File: config.mk
export PLATFORM = sky130hd
export DESIGN_NAME = mic_rec_play_ctrl
export DESIGN_NICKNAME = d
export VERILOG_FILES = /design/src/rtl/mic_rec_play_ctrl_pkg.sv /design/src/rtl/mic_rec_play_ctrl_sample_tick_gen.sv /design/src/rtl/mic_rec_play_ctrl.sv
export SDC_FILE = /design/constraint.sdc
export NUM_CORES = 1
export LEC_CHECK = 0
export ABC_AREA = 1
export ABC_CLOCK_PERIOD_IN_PS = 2900
export BUFFER_PORTS_ARGS = -buffer_cell sky130_fd_sc_hd__clkbuf_2
export CAP_MARGIN = 20
export CELL_PAD_IN_SITES_DETAIL_PLACEMENT = 0
export CELL_PAD_IN_SITES_GLOBAL_PLACEMENT = 1
export CORE_ASPECT_RATIO = 1.4
export CORE_MARGIN = 2
export CORE_UTILIZATION = 30
export DETAILED_ROUTE_END_ITERATION = 10
export HOLD_SLACK_MARGIN = 0.15
export PLACE_DENSITY = 0.68
export SETUP_SLACK_MARGIN = 0.3
export SLEW_MARGIN = 5
export SYNTH_ARGS = -nofsm -noshare
export SYNTH_HDL_FRONTEND = slang
export SYNTH_SLANG_ARGS = --single-unit
export TNS_END_PERCENT = 100
File: constraint.sdc
create_clock -name clk -period 2.9 [get_ports clk]
set_input_delay 0.725 -clock clk [delete_from_list [all_inputs] [get_ports clk]]
set_output_delay 0.725 -clock clk [all_outputs]
set_load 0.005 [all_outputs]
File: src/rtl/mic_rec_play_ctrl_pkg.sv
// mic_rec_play_ctrl_pkg
//   Shared definitions for the microphone record/playback sequencer:
//   the controller state encoding and the default playback sample divider.
//   No ports (package).
package mic_rec_play_ctrl_pkg;

  // Controller states; exactly one operation (record or playback) at a time.
  typedef enum logic [1:0] {
    ST_IDLE      = 2'd0,
    ST_REC       = 2'd1,
    ST_PLAY_WAIT = 2'd2,
    ST_PLAY_RD   = 2'd3
  } state_t;

  // Default clk cycles per playback sample.
  localparam int unsigned SAMPLE_DIV_DEFAULT = 32'd2272;

endpackage

File: src/rtl/mic_rec_play_ctrl_sample_tick_gen.sv
// sample_tick_gen
//   Free-running modulo-DIV cycle counter used to pace playback. The tick
//   fires once per DIV cycles, on the cycle where the count equals DIV-2, so
//   that a sequencer cleared together with this counter spends DIV-1 cycles
//   waiting and one cycle reading per sample.
// Ports
//   clk      in  1  system clock, rising edge
//   reset    in  1  synchronous, active-high
//   clear_i  in  1  restart the count at 0 on the next edge
//   tick_o   out 1  one-cycle pulse every DIV cycles
module sample_tick_gen
  import mic_rec_play_ctrl_pkg::*;
#(
  parameter int unsigned DIV = SAMPLE_DIV_DEFAULT
) (
  input  logic clk,
  input  logic reset,
  input  logic clear_i,
  output logic tick_o
);

  localparam int unsigned   CW      = $clog2(DIV);
  localparam logic [CW-1:0] LAST    = CW'(DIV - 1);
  localparam logic [CW-1:0] TICK_AT = CW'(DIV - 2);
  localparam logic [CW-1:0] ONE     = CW'(1);

  logic [CW-1:0] cnt_q;

  // Modulo-DIV counter with synchronous clear.
  always_ff @(posedge clk) begin
    if (reset) begin
      cnt_q <= '0;
    end else if (clear_i) begin
      cnt_q <= '0;
    end else if (cnt_q == LAST) begin
      cnt_q <= '0;
    end else begin
      cnt_q <= cnt_q + ONE;
    end
  end

  // Decoded from the counter register only, so it is glitch-free per cycle.
  assign tick_o = (cnt_q == TICK_AT);

endmodule

File: src/rtl/mic_rec_play_ctrl.sv
// mic_rec_play_ctrl
//   Sequencer between the microphone deserializer and a single-port sample
//   RAM of 2**adr_width words. Records mic samples on request and plays them
//   back at one sample per SAMPLE_DIV clk cycles. All outputs are registered.
//   Optional build macro: PLAY_LOOP_EN -- playback wraps to the first sample
//   and repeats until stop/reset; without it playback is a single pass.
// Ports
//   clk, reset            clock, synchronous active-high reset
//   rec, play, stop       one-cycle command pulses
//   mic_valid, mic_data   incoming microphone samples
//   mem_we, mem_addr,     RAM write strobe, address, write data
//   mem_wdata, mem_rdata  and read data (valid 1 cycle after address)
//   pcm_valid, pcm_out    playback strobe and held playback sample
//   ledrec, ledplay       status: recording / playing
module mic_rec_play_ctrl
  import mic_rec_play_ctrl_pkg::*;
#(
  parameter int unsigned adr_width  = 12,
  parameter int unsigned dat_width  = 6,
  parameter int unsigned SAMPLE_DIV = SAMPLE_DIV_DEFAULT
) (
  input  logic                 clk,
  input  logic                 reset,
  input  logic                 rec,
  input  logic                 play,
  input  logic                 stop,
  input  logic                 mic_valid,
  input  logic [dat_width-1:0] mic_data,
  output logic                 mem_we,
  output logic [adr_width-1:0] mem_addr,
  output logic [dat_width-1:0] mem_wdata,
  input  logic [dat_width-1:0] mem_rdata,
  output logic                 pcm_valid,
  output logic [dat_width-1:0] pcm_out,
  output logic                 ledrec,
  output logic                 ledplay
);

  // One extra bit so a completely full RAM (2**adr_width samples) is representable.
  localparam int unsigned   LW    = adr_width + 1;
  localparam logic [LW-1:0] ONE_L = LW'(1);

  state_t               state_q;
  logic [LW-1:0]        wr_cnt_q;
  logic [LW-1:0]        rd_ptr_q;
  logic [LW-1:0]        rec_len_q;
  logic                 mem_we_q;
  logic [adr_width-1:0] mem_addr_q;
  logic [dat_width-1:0] mem_wdata_q;
  logic                 pcm_valid_q;
  logic [dat_width-1:0] pcm_out_q;
  logic                 ledrec_q;
  logic                 ledplay_q;

  logic                 tick;
  logic                 play_start;
  logic [LW-1:0]        wr_cnt_inc;
  logic [LW-1:0]        rd_ptr_inc;
  logic [LW-1:0]        rec_last;

  assign wr_cnt_inc = wr_cnt_q + ONE_L;
  assign rd_ptr_inc = rd_ptr_q + ONE_L;
  assign rec_last   = rec_len_q - ONE_L;

  // Accepted playback start; also restarts the sample pacing counter so the
  // first sample lands a fixed number of cycles after the play pulse.
  assign play_start = (state_q == ST_IDLE) && !rec && play && (rec_len_q != '0);

  sample_tick_gen #(
    .DIV (SAMPLE_DIV)
  ) u_tick (
    .clk     (clk),
    .reset   (reset),
    .clear_i (play_start),
    .tick_o  (tick)
  );

  // Control FSM with all outputs registered alongside the state.
  always_ff @(posedge clk) begin
    if (reset) begin
      state_q     <= ST_IDLE;
      wr_cnt_q    <= '0;
      rd_ptr_q    <= '0;
      rec_len_q   <= '0;
      mem_we_q    <= 1'b0;
      mem_addr_q  <= '0;
      mem_wdata_q <= '0;
      pcm_valid_q <= 1'b0;
      pcm_out_q   <= '0;
      ledrec_q    <= 1'b0;
      ledplay_q   <= 1'b0;
    end else begin
      // Strobes are single-cycle unless re-asserted below.
      mem_we_q    <= 1'b0;
      pcm_valid_q <= 1'b0;
      case (state_q)
        ST_IDLE: begin
          if (rec) begin
            state_q    <= ST_REC;
            wr_cnt_q   <= '0;
            mem_addr_q <= '0;
            ledrec_q   <= 1'b1;
          end else if (play_start) begin
            state_q    <= ST_PLAY_WAIT;
            rd_ptr_q   <= '0;
            mem_addr_q <= '0;
            ledplay_q  <= 1'b1;
          end
        end
        ST_REC: begin
          if (stop) begin
            // A sample arriving together with stop is dropped.
            state_q   <= ST_IDLE;
            rec_len_q <= wr_cnt_q;
            ledrec_q  <= 1'b0;
          end else if (mic_valid) begin
            mem_we_q    <= 1'b1;
            mem_wdata_q <= mic_data;
            mem_addr_q  <= wr_cnt_q[adr_width-1:0];
            wr_cnt_q    <= wr_cnt_inc;
            // Last RAM word written: recording ends, no wrap-around.
            if (wr_cnt_q[adr_width-1:0] == '1) begin
              state_q   <= ST_IDLE;
              rec_len_q <= wr_cnt_inc;
              ledrec_q  <= 1'b0;
            end
          end
        end
        ST_PLAY_WAIT: begin
          // mem_addr already holds rd_ptr, so read data is settled by PLAY_RD.
          if (stop) begin
            state_q   <= ST_IDLE;
            ledplay_q <= 1'b0;
          end else if (tick) begin
            state_q <= ST_PLAY_RD;
          end
        end
        ST_PLAY_RD: begin
          if (stop) begin
            state_q   <= ST_IDLE;
            ledplay_q <= 1'b0;
          end else begin
            pcm_out_q   <= mem_rdata;
            pcm_valid_q <= 1'b1;
            if (rd_ptr_q == rec_last) begin
`ifdef PLAY_LOOP_EN
              rd_ptr_q   <= '0;
              mem_addr_q <= '0;
              state_q    <= ST_PLAY_WAIT;
`else
              state_q    <= ST_IDLE;
              ledplay_q  <= 1'b0;
`endif
            end else begin
              rd_ptr_q   <= rd_ptr_inc;
              mem_addr_q <= rd_ptr_inc[adr_width-1:0];
              state_q    <= ST_PLAY_WAIT;
            end
          end
        end
        default: begin
          state_q   <= ST_IDLE;
          ledrec_q  <= 1'b0;
          ledplay_q <= 1'b0;
        end
      endcase
    end
  end

  assign mem_we    = mem_we_q;
  assign mem_addr  = mem_addr_q;
  assign mem_wdata = mem_wdata_q;
  assign pcm_valid = pcm_valid_q;
  assign pcm_out   = pcm_out_q;
  assign ledrec    = ledrec_q;
  assign ledplay   = ledplay_q;

endmodule

==> results.sh <==
export IMPL_hold_path_end="ledplay"
export IMPL_grt_pass1_vias=4210
export IMPL_synthDominantCellAreaShare=0.3737
export IMPL_dr_pass1_iters=4
export IMPL_ys_flop_type="dfxtp_1"
export IMPL_grt_start_max_net_pins=42
export IMPL_final_common_cell="nor2_1"
export IMPL_grt_util_all_layers=0.1676
export IMPL_post_cts_buffers=0
export IMPL_setup_viol=0
export IMPL_syn_nets=668
export IMPL_synth_compound_area_frac=0.1505
export IMPL_synth_edf_count=0
export IMPL_reg2reg_to="mem_addr[9]"
export IMPL_synth_top_family_by_area="simple AND/OR/NAND/NOR gates"
export IMPL_cellPowerDensity_nw_per_um2=699.2
export IMPL_crit_path_end_kind="flip-flop"
export IMPL_gp_congestion=0.8533
export IMPL_hold_path_class="flip-flop to flip-flop"
export IMPL_p_total_mw=3.516
export IMPL_stdcell_count=880
export IMPL_critical_path_arrival_ns=2.53
export IMPL_synth_area_per_cell_um2=6.727
export IMPL_async_flop_share=0
export IMPL_grt_ovfl_total=0
export IMPL_synthTopCellsByArea="dfxtp_1, nor2_1, nand2_1"
export IMPL_numCtsBuffers=9
export IMPL_route_detailed_drc=0
export IMPL_critPathRequiredTime_ns=3.13
export IMPL_path_clk_slew_ns=0.06
export IMPL_hold_viol_final=0
export IMPL_max_freq_mhz=435.3
export IMPL_cts_hold_buf=0
export IMPL_antenna_found_initial=0
export IMPL_cts_root_buf="clkbuf_16"
export IMPL_fp_dieArea_um2=15460
export IMPL_cts_tree="built"
export IMPL_seqPwrFrac=0.394
export IMPL_relSlewSlack=0.3562
export IMPL_reg2reg_from="rec_len_q[0]"
export IMPL_r2r_cells=15
export IMPL_synth_cell_types=38
export IMPL_status="completed"
export IMPL_min_delay_start="ledplay"
export IMPL_dp_cells=864
export IMPL_port_buffers=45
export IMPL_layout_drive_gt1_share=0.1360
export IMPL_path_class="flip-flop to flip-flop"
export IMPL_cts_resized=0
export IMPL_finalWirelength_um=12430
export IMPL_antenna_cells=0
export IMPL_clock_path_buffers=2
export IMPL_timing_final_crit_share=0.7922
export IMPL_via_per_inst=4.719
export IMPL_yosysTopAreaCell="dfxtp_1"
export IMPL_vias=4153
export IMPL_fin_crit_ns=2.298
export IMPL_tightest_slew_ns=0.9614
export IMPL_hold_depth=2
export IMPL_rsz0062_at_grt="no"
export IMPL_swShare=0.3558
export IMPL_synth_seq_area_share=0.3737
export IMPL_fin_nets=709
export IMPL_start_util=0.3031
export IMPL_rows=52
export IMPL_leakagePower_nw=2.198
export IMPL_ys_seq_elements=81
export IMPL_combPwrFrac=0.284
export IMPL_worst_setup_path_start_kind="flip-flop"
export IMPL_maxCapViolations=0
export IMPL_die_x_um=105.6
export IMPL_cp_max_fo=13
export IMPL_maxSlewViolCount=0
export IMPL_synth_xor_area_frac=0.04239
export IMPL_final_cell_mix="nor2_1, nand2_1, dfxtp_1, inv_1, o21ai_0"
export IMPL_io_pins=46
export IMPL_fp_dieH_um=146.3
export IMPL_synth_mux_area_frac=0
export IMPL_first_iter_violations=210
export IMPL_postRouteAntennaNets=0
export IMPL_startpoint="rec_len_q[0]"
export IMPL_cts_sinks=81
export IMPL_p_int_mw=2.265
export IMPL_syn_to_final_growth_pct=15.89
export IMPL_netlist_instances=645
export IMPL_htreeDepth=3
export IMPL_syn_area_um2=4339
export IMPL_p_sw_mw=1.251
export IMPL_r2r_slack_ns=0.60
export IMPL_ys_warn_count=0
export IMPL_clockPowerShare=0.323
export IMPL_core_area_um2=14310
export IMPL_synth_adder_area_share=0.01442
export IMPL_tns_ns=0
export IMPL_clock_latency_ns=0.34
export IMPL_grt_pass1_wl_um=20580
export IMPL_clock_skew_ns=0.009517
export IMPL_irDropWorstVdd_mv=0.3074
export IMPL_yosys_area_share_simple=0.3215
export IMPL_drt_wirelength_per_cell_um=14.13
export IMPL_dp_hpwl_um=9484
how the worst max path moves through the flow:
stage | endpoint | cells after the start
5_1_grt | rd_ptr_q[2] | 14
6_report | mem_addr[9] | 15
4_1_cts | mem_addr[1] | 15
3_5_place_dp | mem_addr[6] | 15
3_3_place_gp | mem_addr[8] | 15
2_1_floorplan | rd_ptr_q[6] | 17
state kept, by name, indices dropped and copies added, names as in the netlist, 2 cells and up:
| register | flops |
|---|---|
| rd_ptr_q | 13 |
| mem_wdata | 6 |
| wr_cnt_q | 13 |
| pcm_out | 6 |
| rec_len_q | 13 |
| state_q | 2 |
| mem_addr | 12 |
| u_tick.cnt_q | 12 |
final cells by class:
class                           count  area [um2]
Clock buffer                       11       232.7
Clock inverter                      5       56.30
Fill cell                        1588        9285
Inverter                           79       296.5
Multi-Input combinational cell    463        2295
Sequential cell                    81        1622
Tap cell                          189       236.5
Timing Repair Buffer               52       290.3
stage by stage:
step | utilization | cell area, um2 | hold WS [ns] | setup slack [ns]
floorplan | - | 4339 | 0.4297 | 1.021
global placement | 0.3311 | 4740 | 0.4425 | 0.6043
detailed placement | 0.3311 | 4740 | 0.4539 | 0.5670
CTS | 0.3513 | 5029 | 0.4637 | 0.5624
global route | 0.3513 | 5029 | 0.5026 | 0.3508
finish | 0.3513 | 5029 | 0.4637 | 0.6025
per-layer routing:
metal / track usage / vias to the layer above / part of all wire
met3: 0.03036 / 28 / 0.025
met2: 0.3071 / 76 / 0.52
li1: - / 2160 / -
met4: 0.09145 / 0 / 0.039
met1: 0.1792 / 1889 / 0.41
met5: 0 / - / 0
cell usage after synthesis (5+ instances only):
master,n
a31oi_1,8
a21oi_1,29
o22ai_1,9
xnor2_1,8
dfxtp_1,81
nand3_1,35
xor2_1,13
buf_6,5
nor2_2,7
o21ai_0,56
buf_2,5
clkbuf_1,12
inv_2,6
nor3_1,6
ha_1,5
inv_1,72
nand2_1,112
o21ai_1,10
nor2_1,126
power by group through the flow:
stage | sequential (mW) | combinational (mW) | clock (mW)
finish | 1.38 | 0.998 | 1.13
global route | 1.40 | 1.14 | 1.22
CTS | 1.38 | 1.01 | 1.17
detailed placement | 1.41 | 1.00 | 0
global placement | 1.40 | 0.982 | 0
floorplan | 1.37 | 0.764 | 0
cell families after synthesis:
kind of cell / Yosys count
AO/OA/AOI/OAI: 121
flip-flops: 81
XOR/XNOR: 21
buffers and inverters: 101
AND/OR/NAND/NOR: 316
adder cells (fa/ha/maj): 5
worst max-delay path, stage by stage, from the launching register on:
cell and delay (ns):
dfxtp_1 0.32, inv_1 0.11, ha_1 0.22, nand3_2 0.15
nor2_4 0.16, nand2_1 0.09, nor2_1 0.10, nand2_1 0.11
nand3_4 0.12, nand3_2 0.10, o21ai_1 0.10, inv_1 0.06
nand2_2 0.22, inv_2 0.16, nor2_1 0.12, nor2_1 0.05
(Power assumes the default switching activity.)
